===== config.mk =====
export PLATFORM = sky130hd
export DESIGN_NAME = frame_diff_engine_flat
export DESIGN_NICKNAME = d
export VERILOG_FILES = /design/src/rtl/frame_diff_pkg.sv /design/src/rtl/frame_diff_engine_if.sv /design/src/rtl/rgb565_to_gray.sv /design/src/rtl/frame_diff_engine.sv /design/src/flat_wrapper.sv
export SDC_FILE = /design/constraint.sdc
export NUM_CORES = 1
export LEC_CHECK = 0
export CAP_MARGIN = 0
export CORE_ASPECT_RATIO = 0.8
export CORE_UTILIZATION = 66
export CTS_CLUSTER_DIAMETER = 80
export DETAILED_ROUTE_END_ITERATION = 10
export HOLD_SLACK_MARGIN = 0.03
export PLACE_DENSITY_LB_ADDON = 0.15
export SYNTH_ARGS = -nofsm -noshare
export SYNTH_HDL_FRONTEND = slang
export SYNTH_SLANG_ARGS = --single-unit

===== constraint.sdc =====
create_clock -name sys_clk -period 11.7 [get_ports sys_clk]
set_input_delay 3.51 -clock sys_clk [delete_from_list [all_inputs] [get_ports sys_clk]]
set_output_delay 3.51 -clock sys_clk [all_outputs]
set_load 0.05 [all_outputs]

===== src/rtl/frame_diff_pkg.sv =====
// Shared types and constants for the frame-difference motion pipeline.
package frame_diff_pkg;

  // Frame-level control state of the engine.
  typedef enum logic [1:0] {
    IDLE  = 2'd0,
    PRIME = 2'd1,
    RUN   = 2'd2
  } state_e;

  // Output pixel mode; the reserved encoding behaves like pass-through.
  typedef enum logic [1:0] {
    MODE_PASS = 2'd0,
    MODE_MASK = 2'd1,
    MODE_RED  = 2'd2,
    MODE_RSVD = 2'd3
  } mode_e;

  // BT.601-style luma weights, scaled by 256 (77 + 150 + 29 = 256).
  localparam logic [15:0] COEF_R = 16'd77;
  localparam logic [15:0] COEF_G = 16'd150;
  localparam logic [15:0] COEF_B = 16'd29;

  // RGB565 colour constants used by the output modes.
  localparam logic [15:0] WHITE  = 16'hFFFF;
  localparam logic [15:0] BLACK  = 16'h0000;
  localparam logic [15:0] RED565 = 16'hF800;

  // Motion counter width: enough for a full 640x480 frame.
  localparam int CNT_W = 19;

endpackage


===== src/rtl/frame_diff_engine_if.sv =====
// FIFO-side bundle of the frame-difference engine: two legacy read FIFOs
// (current and previous frame) and the display write FIFO.
interface frame_diff_engine_if;
  logic [15:0] cur_data;
  logic        cur_empty;
  logic        cur_rdreq;
  logic [15:0] prev_data;
  logic        prev_empty;
  logic        prev_rdreq;
  logic        out_afull;
  logic        out_wrreq;
  logic [15:0] out_data;

  // Engine side: pops the read FIFOs and pushes the display FIFO.
  modport master (
    input  cur_data, cur_empty, prev_data, prev_empty, out_afull,
    output cur_rdreq, prev_rdreq, out_wrreq, out_data
  );

  // FIFO side: supplies data/status and receives the strobes.
  modport slave (
    output cur_data, cur_empty, prev_data, prev_empty, out_afull,
    input  cur_rdreq, prev_rdreq, out_wrreq, out_data
  );
endinterface


===== src/rtl/rgb565_to_gray.sv =====
// One registered stage converting an RGB565 pixel to 8-bit luma.
module rgb565_to_gray
  import frame_diff_pkg::*;
(
  input  logic        clk,
  input  logic        rst,
  input  logic [15:0] pix_i,
  output logic [7:0]  y_o
);

  logic [7:0] y_q;

  // Expand each channel to 8 bits by replicating its MSBs, then take the
  // weighted sum. The weights add up to 256, so the 16-bit sum peaks at
  // 65280 and never overflows.
  function automatic logic [7:0] luma(input logic [15:0] p);
    logic [7:0]  r8;
    logic [7:0]  g8;
    logic [7:0]  b8;
    logic [15:0] sum;
    r8  = {p[15:11], p[15:13]};
    g8  = {p[10:5],  p[10:9]};
    b8  = {p[4:0],   p[4:2]};
    sum = COEF_R * {8'd0, r8} + COEF_G * {8'd0, g8} + COEF_B * {8'd0, b8};
    return 8'(sum >> 8);
  endfunction

  // Register the luma of whatever the FIFO presents; validity is tracked outside.
  always_ff @(posedge clk or posedge rst) begin
    if (rst) y_q <= '0;
    else     y_q <= luma(pix_i);
  end

  assign y_o = y_q;

endmodule


===== src/rtl/frame_diff_engine.sv =====
// Frame-difference motion engine: pops co-located current/previous pixels,
// thresholds their luma difference and writes an RGB565 result pixel four
// cycles after the pop. Also counts motion pixels per frame.
module frame_diff_engine
  import frame_diff_pkg::*;
#(
  parameter int               H_DISP     = 640,
  parameter int               V_DISP     = 480,
  parameter logic [CNT_W-1:0] MOTION_MIN = 19'd2000
) (
  input  logic                 sys_clk,
  input  logic                 rst,
  input  logic                 en,
  input  logic [1:0]           mode,
  input  logic [7:0]           diff_th,
  frame_diff_engine_if.master  fifo,
  output logic                 frame_done,
  output logic [CNT_W-1:0]     motion_cnt,
  output logic                 motion_flag
);

  localparam int XW = (H_DISP > 1) ? $clog2(H_DISP) : 1;
  localparam int YW = (V_DISP > 1) ? $clog2(V_DISP) : 1;

  // Frame control and pixel position
  state_e         state_q, state_d;
  logic [XW-1:0]  x_q, x_d;
  logic [YW-1:0]  y_q, y_d;
  mode_e          mode_q, mode_d;
  logic [7:0]     th_q, th_d;
  logic           issue;
  logic           first_px;
  logic           last_x;
  logic           last_px;
  mode_e          mode_eff;
  logic [7:0]     th_eff;

  // Pipeline registers; stage N is valid N cycles after the pop
  logic           vld_p1_q, eof_p1_q, prime_p1_q;
  mode_e          mode_p1_q;
  logic [7:0]     th_p1_q;

  logic           vld_p2_q, eof_p2_q, prime_p2_q;
  mode_e          mode_p2_q;
  logic [7:0]     th_p2_q;
  logic [15:0]    pix_p2_q;
  logic [7:0]     ycur_p2;
  logic [7:0]     yprev_p2;
  logic [7:0]     diff_p2;

  logic           vld_p3_q, eof_p3_q, motion_p3_q;
  mode_e          mode_p3_q;
  logic [15:0]    pix_p3_q;

  logic           out_wrreq_q;
  logic [15:0]    out_data_q;
  logic           frame_done_q;
  logic [CNT_W-1:0] acc_q;
  logic [CNT_W-1:0] acc_tot;
  logic [CNT_W-1:0] motion_cnt_q;
  logic           motion_flag_q;

  // Absolute luma difference, formed as a signed 9-bit subtraction.
  function automatic logic [7:0] abs_diff(input logic [7:0] a, input logic [7:0] b);
    logic signed [8:0] d;
    d = $signed({1'b0, a}) - $signed({1'b0, b});
    return (d < 0) ? 8'(-d) : 8'(d);
  endfunction

  // Output colour for a pixel; the reserved mode falls through to pass-through.
  function automatic logic [15:0] select_pixel(input mode_e m, input logic mot,
                                               input logic [15:0] pix);
    logic [15:0] r;
    r = pix;
    case (m)
      MODE_MASK: r = mot ? WHITE : BLACK;
      MODE_RED:  r = mot ? RED565 : pix;
      default:   r = pix;
    endcase
    return r;
  endfunction

  assign first_px = (x_q == '0) && (y_q == '0);
  assign last_x   = (x_q == XW'(H_DISP - 1));
  assign last_px  = last_x && (y_q == YW'(V_DISP - 1));

  // Mode and threshold are captured on the first pop of a frame; that pixel
  // itself already uses the freshly sampled values.
  assign mode_eff = first_px ? mode_e'(mode) : mode_q;
  assign th_eff   = first_px ? diff_th : th_q;

  // State, position and per-frame settings registers.
  always_ff @(posedge sys_clk or posedge rst) begin
    if (rst) begin
      state_q <= IDLE;
      x_q     <= '0;
      y_q     <= '0;
      mode_q  <= MODE_PASS;
      th_q    <= '0;
    end else begin
      state_q <= state_d;
      x_q     <= x_d;
      y_q     <= y_d;
      mode_q  <= mode_d;
      th_q    <= th_d;
    end
  end

  // Pop decision, raster advance and frame-boundary state transitions.
  always_comb begin
    state_d = state_q;
    x_d     = x_q;
    y_d     = y_q;
    mode_d  = mode_q;
    th_d    = th_q;
    issue   = 1'b0;
    case (state_q)
      IDLE: begin
        if (en) state_d = PRIME;
      end
      PRIME, RUN: begin
        // out_afull is honoured only here; in-flight pixels always land.
        issue = !fifo.out_afull && !fifo.cur_empty &&
                ((state_q == PRIME) || !fifo.prev_empty);
        if (issue) begin
          if (first_px) begin
            mode_d = mode_e'(mode);
            th_d   = diff_th;
          end
          if (last_x) begin
            x_d = '0;
            y_d = last_px ? '0 : y_q + 1'b1;
          end else begin
            x_d = x_q + 1'b1;
          end
          // A frame in progress always completes; en is judged only here.
          if (last_px) state_d = en ? RUN : IDLE;
        end
      end
      default: state_d = IDLE;
    endcase
  end

  assign fifo.cur_rdreq  = issue;
  assign fifo.prev_rdreq = issue && (state_q == RUN);

  // Stage 1: FIFO data arrives; tag it with its frame-position and settings.
  always_ff @(posedge sys_clk or posedge rst) begin
    if (rst) begin
      vld_p1_q   <= 1'b0;
      eof_p1_q   <= 1'b0;
      prime_p1_q <= 1'b0;
      mode_p1_q  <= MODE_PASS;
      th_p1_q    <= '0;
    end else begin
      vld_p1_q   <= issue;
      eof_p1_q   <= issue && last_px;
      prime_p1_q <= (state_q == PRIME);
      mode_p1_q  <= mode_eff;
      th_p1_q    <= th_eff;
    end
  end

  rgb565_to_gray u_gray_cur (
    .clk   (sys_clk),
    .rst   (rst),
    .pix_i (fifo.cur_data),
    .y_o   (ycur_p2)
  );

  rgb565_to_gray u_gray_prev (
    .clk   (sys_clk),
    .rst   (rst),
    .pix_i (fifo.prev_data),
    .y_o   (yprev_p2)
  );

  // Stage 2: luma registered in the converters; cur pixel delayed alongside.
  always_ff @(posedge sys_clk or posedge rst) begin
    if (rst) begin
      vld_p2_q   <= 1'b0;
      eof_p2_q   <= 1'b0;
      prime_p2_q <= 1'b0;
      mode_p2_q  <= MODE_PASS;
      th_p2_q    <= '0;
      pix_p2_q   <= '0;
    end else begin
      vld_p2_q   <= vld_p1_q;
      eof_p2_q   <= eof_p1_q;
      prime_p2_q <= prime_p1_q;
      mode_p2_q  <= mode_p1_q;
      th_p2_q    <= th_p1_q;
      pix_p2_q   <= fifo.cur_data;
    end
  end

  assign diff_p2 = abs_diff(ycur_p2, yprev_p2);

  // Stage 3: strict threshold; the priming frame has no valid previous pixel.
  always_ff @(posedge sys_clk or posedge rst) begin
    if (rst) begin
      vld_p3_q    <= 1'b0;
      eof_p3_q    <= 1'b0;
      motion_p3_q <= 1'b0;
      mode_p3_q   <= MODE_PASS;
      pix_p3_q    <= '0;
    end else begin
      vld_p3_q    <= vld_p2_q;
      eof_p3_q    <= eof_p2_q;
      motion_p3_q <= vld_p2_q && !prime_p2_q && (diff_p2 > th_p2_q);
      mode_p3_q   <= mode_p2_q;
      pix_p3_q    <= pix_p2_q;
    end
  end

  assign acc_tot = acc_q + CNT_W'(motion_p3_q);

  // Stage 4: display write, frame-done pulse and per-frame motion totals.
  always_ff @(posedge sys_clk or posedge rst) begin
    if (rst) begin
      out_wrreq_q   <= 1'b0;
      out_data_q    <= '0;
      frame_done_q  <= 1'b0;
      acc_q         <= '0;
      motion_cnt_q  <= '0;
      motion_flag_q <= 1'b0;
    end else begin
      out_wrreq_q  <= vld_p3_q;
      frame_done_q <= vld_p3_q && eof_p3_q;
      if (vld_p3_q) begin
        out_data_q <= select_pixel(mode_p3_q, motion_p3_q, pix_p3_q);
        if (eof_p3_q) begin
          motion_cnt_q  <= acc_tot;
          motion_flag_q <= (acc_tot >= MOTION_MIN);
          acc_q         <= '0;
        end else begin
          acc_q <= acc_tot;
        end
      end
    end
  end

  assign fifo.out_wrreq = out_wrreq_q;
  assign fifo.out_data  = out_data_q;
  assign frame_done     = frame_done_q;
  assign motion_cnt     = motion_cnt_q;
  assign motion_flag    = motion_flag_q;

endmodule

===== src/flat_wrapper.sv =====
// flat-port wrapper written by rule: the top's interface ports become plain ports
module frame_diff_engine_flat import frame_diff_pkg::*;
#(
  parameter int               H_DISP     = 640,
  parameter int               V_DISP     = 480,
  parameter logic [CNT_W-1:0] MOTION_MIN = 19'd2000
)
  (sys_clk, rst, en, mode, diff_th, frame_done, motion_cnt, motion_flag, fifo_cur_data, fifo_cur_empty, fifo_prev_data, fifo_prev_empty, fifo_out_afull, fifo_cur_rdreq, fifo_prev_rdreq, fifo_out_wrreq, fifo_out_data);
  frame_diff_engine_if fifo_i ();
  input  logic sys_clk;
  input  logic rst;
  input  logic en;
  input  logic [1:0] mode;
  input  logic [7:0] diff_th;
  output logic frame_done;
  output logic [CNT_W-1:0] motion_cnt;
  output logic motion_flag;
  input wire logic [$bits(fifo_i.cur_data)-1:0] fifo_cur_data;
  input wire logic [$bits(fifo_i.cur_empty)-1:0] fifo_cur_empty;
  input wire logic [$bits(fifo_i.prev_data)-1:0] fifo_prev_data;
  input wire logic [$bits(fifo_i.prev_empty)-1:0] fifo_prev_empty;
  input wire logic [$bits(fifo_i.out_afull)-1:0] fifo_out_afull;
  output wire logic [$bits(fifo_i.cur_rdreq)-1:0] fifo_cur_rdreq;
  output wire logic [$bits(fifo_i.prev_rdreq)-1:0] fifo_prev_rdreq;
  output wire logic [$bits(fifo_i.out_wrreq)-1:0] fifo_out_wrreq;
  output wire logic [$bits(fifo_i.out_data)-1:0] fifo_out_data;
  assign fifo_i.cur_data = fifo_cur_data;
  assign fifo_i.cur_empty = fifo_cur_empty;
  assign fifo_i.prev_data = fifo_prev_data;
  assign fifo_i.prev_empty = fifo_prev_empty;
  assign fifo_i.out_afull = fifo_out_afull;
  assign fifo_cur_rdreq = fifo_i.cur_rdreq;
  assign fifo_prev_rdreq = fifo_i.prev_rdreq;
  assign fifo_out_wrreq = fifo_i.out_wrreq;
  assign fifo_out_data = fifo_i.out_data;
  frame_diff_engine #(.H_DISP(H_DISP), .V_DISP(V_DISP), .MOTION_MIN(MOTION_MIN)) u_core (.sys_clk(sys_clk), .rst(rst), .en(en), .mode(mode), .diff_th(diff_th), .fifo(fifo_i), .frame_done(frame_done), .motion_cnt(motion_cnt), .motion_flag(motion_flag));
endmodule

==> flow_summary.yaml, run 1 <==
finish:
  layout-area-overhead-vs-synth_pct: 13.3
  area.sequential_mm2: 0.00418
  multi_input_comb_area_mm2: 0.00799
  num_antenna_cells: 0
  filler_cell_count: 1220
  final_cells: 1611
  final_net_count: 1693
  post_route_cells_drive_above_1_share_pct: 5.76
clock_tree:
  cts_setup_buffers: 0
  cts_max_level: 4
  clock_sink_count: 167
  clkTransAtPathRegs_ps: 70
  clock_tree_from_tritoncts: "done"
  worst_skew_pair.late_latency_ps: 430
  clockBufferDepth: 2
  post_cts.resized_instances: 0
  cts_root_buffer: "sky130_fd_sc_hd__clkbuf_16"
  cts-buffers-inserted: 17
  holdBufCountCts: 0
logic_synthesis:
  fraction_of_synthesis_flops_using_an_asynchronous_set_or_reset_pin_pct: 100
  ys_ff_latch: 167
  synth_edf_count: 0
  total_number_of_yosys_warnings: 0
  post_synth_mux_area_share_pct: 2.18
  dominantRegCellSynth: "sky130_fd_sc_hd__dfrtp_1"
  synthCells: 1257
  post_synth_and_or_nand_nor_area_fraction_pct: 9.41
  adder_cell_share_of_the_synthesized_area_pct: 35.3
  post_synth_num_cell_types: 60
  synth-compound-area-share_pct: 8.87
  area_share_of_xor_xnor_cells_in_the_synthesized_design_pct: 5.08
  synth_seq_area_share_pct: 31.9
  synthesis.area_mm2: 0.0131
  postSynthAreaPerCell_um2: 10.4
  synth.net_count: 1610
  synth_top_family_by_area: "adder cells"
route:
  drt_pre_antenna_iters: 5
  detail_route.iter0.violations: 555
  finalWirelength_mm: 24.8
  drt_drc_violations_left: 0
  route.antenna.remaining_nets: 0
  drt-vias-per-instance: 5.56
  route.detailed.wl_per_inst_um: 15.4
  vias: 8960
timing:
  setup_tns_ps: 0
  slew-limit-headroom_pct: 36.4
  timing.final.max_slew_violations: 0
  rsz0062_at_grt: "no"
  final_count_of_negative_setup_slack_endpoints: 0
  fin_worst_skew_ps: 8.56
  finalHoldViolations: 0
  fin_crit_sh_pct: 82.9
  clock.fmax_mhz: 103
  tightest_slew_ps: 954
  final.min_clock_period_ps: 9700
die:
  die_h_um: 128
  floorplan.initialDensity_pct: 68.3
  die_x_um: 160
  core_region_area_mm2: 0.0192
  floorplan.die_area_mm2: 0.0204
  io_pins: 88
  fp-row-count: 45
place:
  hpwl_mm: 19.0
  dp_cells: 1579
  place.gp.congestion: 0.844
  number_of_i_o_port_buffers: 87
grt:
  grt_pass1_vias: 9233
  grt_first_pass_wirelength_mm: 42.5
  grt_max_degree: 89
  groute.usage.overall_pct: 26.1
  antenna_violations_before_repair: 0
  overflow: 0
worst_setup_path:
  worst_setup_path_end_kind: "flip-flop"
  worst_ep_required_time_ps: 12000
  timing.setup.critical_path_class: "in -> reg"
  crit_fanout: 9
  worst-endpoint-arrival_ps: 10010
  register_to_register_path_setup_slack_ps: 7890
  cp-start-kind: "primary input"
run:
  max_cap_viol_count: 0
power:
  irDropWorstVdd_mv: 0.285
  power_total_mw: 4.37
  power.density_mw_per_mm2: 294
  power_leakage_nw: 7.49
worst_hold_path:
  timing.hold.worst.class: "reg -> reg"
outcome:
  run_status: "completed"
## sequential cells by signal, summed over array words and instances (netlist names), 9 cells and up
signal                flops
u_core.motion_cnt        19
u_core.x_q               10
u_core.fifo.out_data     16
u_core.pix_p3_q          16
u_core.pix_p2_q          16
u_core.y_q                9
u_core.acc_q             19
## cell usage after synthesis, types with 2 or more instances
library cell | number | area [µm²]
sky130_fd_sc_hd__dfrtp_1 | 167 | 4180
sky130_fd_sc_hd__o21a_1 | 14 | 105
sky130_fd_sc_hd__mux2_2 | 24 | 270
sky130_fd_sc_hd__and2_1 | 3 | 18.8
sky130_fd_sc_hd__or2_2 | 6 | 37.5
sky130_fd_sc_hd__xnor2_1 | 44 | 385
sky130_fd_sc_hd__nor4_1 | 2 | 12.5
sky130_fd_sc_hd__buf_2 | 6 | 30.0
sky130_fd_sc_hd__o22ai_1 | 12 | 75.1
sky130_fd_sc_hd__o21ai_0 | 39 | 195
sky130_fd_sc_hd__or3_1 | 11 | 68.8
sky130_fd_sc_hd__nor2_1 | 76 | 285
sky130_fd_sc_hd__buf_1 | 3 | 11.3
sky130_fd_sc_hd__a21o_1 | 11 | 82.6
sky130_fd_sc_hd__o211ai_1 | 4 | 30.0
sky130_fd_sc_hd__nor2b_1 | 9 | 56.3
sky130_fd_sc_hd__a31oi_1 | 8 | 50.1
sky130_fd_sc_hd__nor3b_1 | 2 | 15.0
sky130_fd_sc_hd__nor4b_1 | 3 | 26.3
sky130_fd_sc_hd__nand3_1 | 19 | 95.1
sky130_fd_sc_hd__ha_1 | 196 | 2450
sky130_fd_sc_hd__o31ai_1 | 13 | 97.6
sky130_fd_sc_hd__a21oi_1 | 57 | 285
sky130_fd_sc_hd__nor3_1 | 13 | 65.1
sky130_fd_sc_hd__fa_1 | 109 | 2180
sky130_fd_sc_hd__nand4_1 | 16 | 100
sky130_fd_sc_hd__clkbuf_1 | 18 | 67.6
sky130_fd_sc_hd__nand2b_1 | 8 | 50.1
sky130_fd_sc_hd__and4_1 | 2 | 17.5
sky130_fd_sc_hd__o21bai_1 | 6 | 45.0
sky130_fd_sc_hd__a22o_1 | 6 | 52.6
sky130_fd_sc_hd__nand2_1 | 56 | 210
sky130_fd_sc_hd__inv_1 | 223 | 837
sky130_fd_sc_hd__a211o_1 | 2 | 17.5
sky130_fd_sc_hd__o41ai_1 | 2 | 17.5
sky130_fd_sc_hd__a211oi_1 | 2 | 15.0
sky130_fd_sc_hd__and3_1 | 11 | 68.8
sky130_fd_sc_hd__xor2_1 | 32 | 280
## final cells by class
class	instances	share of cell area, %
clock buffers	17	2.86
clock inverters	15	1.28
inverters	224	5.69
multi-input cells	839	53.8
flip-flops and latches	167	28.1
well taps	258	2.17
repair buffers	91	6.07
## placed cells by master (no fill, tap or decap), drive strengths merged, types with 32 or more instances in the layout
cell | synthesis | layout
xnor2 | 44 | 44
dfrtp | 167 | 167
nand2 | 56 | 56
clkdlybuf4s50 | 0 | 87
o21ai | 39 | 39
ha | 196 | 196
nor2 | 76 | 76
fa | 109 | 109
xor2 | 32 | 32
inv | 223 | 230
a21oi | 58 | 58
## worst paths after layout
kind,from,endpoint,depth (start not counted)
max in group asynchronous,rst,u_core.fifo.out_data[4],3
worst min-delay path,u_core.pix_p2_q[9],u_core.pix_p3_q[9],0
worst max-delay path,fifo_cur_data[9],u_core.u_gray_cur.y_o[7],21
worst min register to register,u_core.pix_p2_q[9],u_core.pix_p3_q[9],0
worst max register to register,u_core.u_gray_cur.y_o[0],u_core.motion_p3_q,18
min in group asynchronous,rst,u_core.th_q[7],2
## worst max-delay path, cell delays in order
cell and delay, ps:
sky130_fd_sc_hd__clkdlybuf4s50_1 720, sky130_fd_sc_hd__ha_1 320, sky130_fd_sc_hd__ha_1 270, sky130_fd_sc_hd__inv_1 50, sky130_fd_sc_hd__fa_1 530, sky130_fd_sc_hd__inv_1 60
sky130_fd_sc_hd__fa_1 460, sky130_fd_sc_hd__ha_1 360, sky130_fd_sc_hd__xnor2_1 210, sky130_fd_sc_hd__fa_1 460, sky130_fd_sc_hd__fa_1 490, sky130_fd_sc_hd__fa_1 490
sky130_fd_sc_hd__inv_1 50, sky130_fd_sc_hd__fa_1 470, sky130_fd_sc_hd__ha_1 360, sky130_fd_sc_hd__a21o_1 170, sky130_fd_sc_hd__a21oi_1 150, sky130_fd_sc_hd__o21ai_0 210
sky130_fd_sc_hd__a21bo_2 280, sky130_fd_sc_hd__o31ai_1 270, sky130_fd_sc_hd__xnor2_1 120
## layer usage
layer	track usage [%]	vias to the layer above	part of all wire, %
met5	0	-	0
met4	7.58	0	1.5
met3	4.34	39	4.2
met2	45.2	199	49
met1	34.2	4409	45
li1	-	4313	-
## stage by stage
stage	instance area, µm²	hold WS (ps)	util, %	setup slack [ps]
global placement	14200	331	74.2	1760
CTS	14900	341	77.4	1980
finish	14900	339	77.4	2000
global route	14900	341	77.4	1720
floorplan	13100	331	-	2680
detailed placement	14200	335	74.2	1510
## cells by family after synthesis
group           after synthesis
flops                       167
fa+ha+maj                   305
mux                          25
xor+xnor                     76
simple gates                247
buf+inv                     251
compound gates              186
## power by group
part / switching (mW) / leakage (nW) / internal [mW]
registers: 0.0470 / 2.16 / 0.699
clock network: 0.246 / 0.304 / 0.342
logic: 1.68 / 5.03 / 1.35
Note: power is estimated with default switching activity, not from simulation.
==> run 2, diff against run 1 <==
--- a/config.mk
+++ b/config.mk
@@ -7,7 +7,7 @@
 export LEC_CHECK = 0
 export CAP_MARGIN = 0
 export CORE_ASPECT_RATIO = 0.8
-export CORE_UTILIZATION = 66
+export CORE_UTILIZATION = 55
 export CTS_CLUSTER_DIAMETER = 80
 export DETAILED_ROUTE_END_ITERATION = 10
 export HOLD_SLACK_MARGIN = 0.03
==> constraint.sdc (replaced) <==
create_clock -name sys_clk -period 8.6 [get_ports sys_clk]
set_input_delay 2.58 -clock sys_clk [delete_from_list [all_inputs] [get_ports sys_clk]]
set_output_delay 2.58 -clock sys_clk [all_outputs]
set_load 0.05 [all_outputs]
==> flow_summary.yaml, run 2 (same netlist as run 1, synthesis figures left out) <==
outcome:
  run_status: "completed"
power:
  power.share.switching_pct: 43.0
  pwr-share-seq_pct: 16.9
  power_total_mw: 5.99
  net-switching-power_mw: 2.58
  p_clk_share_pct: 12.6
  combinationalPowerShare_pct: 70.5
  power_leakage_nw: 7.59
  power.density_mw_per_mm2: 397
  irDropWorstVdd_mv: 0.356
  cell_internal_pwr_mw: 3.42
route:
  drt_pre_antenna_iters: 5
  route.detailed.wl_per_inst_um: 14.2
  drt-vias-per-instance: 5.23
  vias: 8831
  drt_drc_violations_left: 0
  detail_route.iter0.violations: 519
  finalWirelength_mm: 24.0
  route.antenna.remaining_nets: 0
timing:
  whs_ps: 345
  setup_tns_ps: 0
  clock.fmax_mhz: 120
  timing.final.max_slew_violations: 0
  fin_worst_skew_ps: 7.69
  final.min_clock_period_ps: 8300
  fin_crit_sh_pct: 96.5
  final_count_of_negative_setup_slack_endpoints: 0
  rsz0062_at_grt: "no"
  tightest_slew_ps: 1030
  slew-limit-headroom_pct: 31.7
  finalHoldViolations: 0
  final_critical_path_setup_slack_ps: 301
grt:
  grt_pass1_vias: 8886
  busiest_layer: "met2"
  grt.met1_usage_pct: 29.8
  antenna_violations_before_repair: 0
  grtUsageMet2_pct: 35.6
  grt_util_met3_pct: 2.77
  grt_max_degree: 87
  grt_first_pass_wirelength_mm: 42.0
  groute.usage.overall_pct: 21.4
  overflow: 0
finish:
  post_route_cells_drive_above_1_share_pct: 7.40
  final_net_count: 1718
  mostFrequentLayoutCell: "sky130_fd_sc_hd__inv_1"
  num_antenna_cells: 0
  filler_cell_count: 1883
  finalCoreUtilization_pct: 64.5
  mostFrequentLayoutCells: "222 x sky130_fd_sc_hd__inv_1, 196 x sky130_fd_sc_hd__ha_1, 167 x sky130_fd_sc_hd__dfrtp_1"
  layout-area-overhead-vs-synth_pct: 15.0
clock_tree:
  clockBufferDepth: 2
  cts_setup_buffers: 0
  clock_sink_count: 167
  worst_skew_pair.late_latency_ps: 420
  clkTransAtPathRegs_ps: 60
  cts-buffers-inserted: 17
  cts_max_level: 4
  holdBufCountCts: 0
  post_cts.resized_instances: 0
  cts_root_buffer: "sky130_fd_sc_hd__clkbuf_16"
  clock_tree_from_tritoncts: "done"
die:
  core_region_area_mm2: 0.0234
  floorplan.initialDensity_pct: 56.0
  io_pins: 88
  die_x_um: 175
  floorplan.die_area_mm2: 0.0245
  die_h_um: 140
  fp-row-count: 50
worst_setup_path:
  timing.setup.critical_path_class: "in -> reg"
  worst_ep_required_time_ps: 8900
  worst-endpoint-arrival_ps: 8600
  cp-start-kind: "primary input"
  worst_setup_path_end_kind: "flip-flop"
  crit_fanout: 2
place:
  place_ws_ps: -163
  number_of_i_o_port_buffers: 87
  hpwl_mm: 19.1
  place.gp.congestion: 0.855
run:
  max_cap_viol_count: 0
worst_hold_path:
  timing.hold.worst.class: "reg -> reg"
==> run 2: cell types whose count changed in the layout (fill, tap and decap cells not counted), moves of 2 or more <==
cell	previous run	this run
sky130_fd_sc_hd__buf_4	4	29
sky130_fd_sc_hd__clkbuf_8	0	3
sky130_fd_sc_hd__inv_8	3	0
sky130_fd_sc_hd__clkinvlp_4	1	3
sky130_fd_sc_hd__inv_6	5	3
==> run 2: path summary, 6_finish.rpt <==
kind / slack (ps) / end / cells after the start / startpoint
worst max register to register: 4930 / u_core.motion_p3_q / 18 / u_core.u_gray_cur.y_o[0]
max in group asynchronous: 4380 / u_core.th_q[4] / 3 / rst
worst min register to register: 340 / u_core.th_p2_q[3] / 0 / u_core.th_p1_q[3]
worst max-delay path: 300 / u_core.u_gray_cur.y_o[4] / 22 / fifo_cur_data[9]
worst min-delay path: 340 / u_core.th_p2_q[3] / 0 / u_core.th_p1_q[3]
min in group asynchronous: 2660 / u_core.prime_p1_q / 2 / rst
==> run 2: through the flow <==
| step | cells | cell area [µm²] |
|---|---|---|
| 3_5_place_dp | 1658 | 14500 |
| 4_1_cts | 1690 | 15100 |
| 2_1_floorplan | 1257 | 13100 |
| 6_report | 1690 | 15100 |
| 5_1_grt | 1690 | 15100 |
| 3_3_place_gp | 1658 | 14500 |
==> run 2: power by group through the flow <==
stage               sequential [mW]  clock, mW  combinational, mW
floorplan                      1.14          0               3.10
global placement               1.03          0               4.14
detailed placement             1.03          0               4.25
CTS                            1.01      0.774               4.28
global route                   1.02      0.809               4.88
finish                         1.01      0.757               4.22
==> run 2: layout make-up <==
type	count	area, µm²	share of cell area (%)
well taps	312	390	2.59
flip-flops and latches	167	4180	27.7
clock inverters	11	120	0.796
clock buffers	21	470	3.12
repair buffers	116	1090	7.22
multi-input cells	839	7990	53.0
inverters	224	846	5.61
==> run 2: metal layers <==
metal | wire length [µm] | part of all wire [%]
met3 | 731 | 3.0
met5 | 0 | 0
met2 | 11600 | 48
met4 | 231 | 0.96
met1 | 11400 | 48
==> run 2: worst max-delay path: stages <==
cell and delay, ps:
sky130_fd_sc_hd__clkdlybuf4s50_1 550, sky130_fd_sc_hd__ha_1 260, sky130_fd_sc_hd__ha_1 270, sky130_fd_sc_hd__inv_1 50, sky130_fd_sc_hd__fa_1 530, sky130_fd_sc_hd__inv_1 50
sky130_fd_sc_hd__fa_1 450, sky130_fd_sc_hd__ha_1 340, sky130_fd_sc_hd__xnor2_1 210, sky130_fd_sc_hd__fa_1 460, sky130_fd_sc_hd__fa_1 490, sky130_fd_sc_hd__fa_1 490
sky130_fd_sc_hd__inv_1 50, sky130_fd_sc_hd__fa_1 480, sky130_fd_sc_hd__ha_1 320, sky130_fd_sc_hd__a21o_1 160, sky130_fd_sc_hd__a21oi_1 120, sky130_fd_sc_hd__o21ai_0 140
sky130_fd_sc_hd__buf_4 180, sky130_fd_sc_hd__a21oi_1 180, sky130_fd_sc_hd__o21bai_1 90, sky130_fd_sc_hd__xor2_1 150
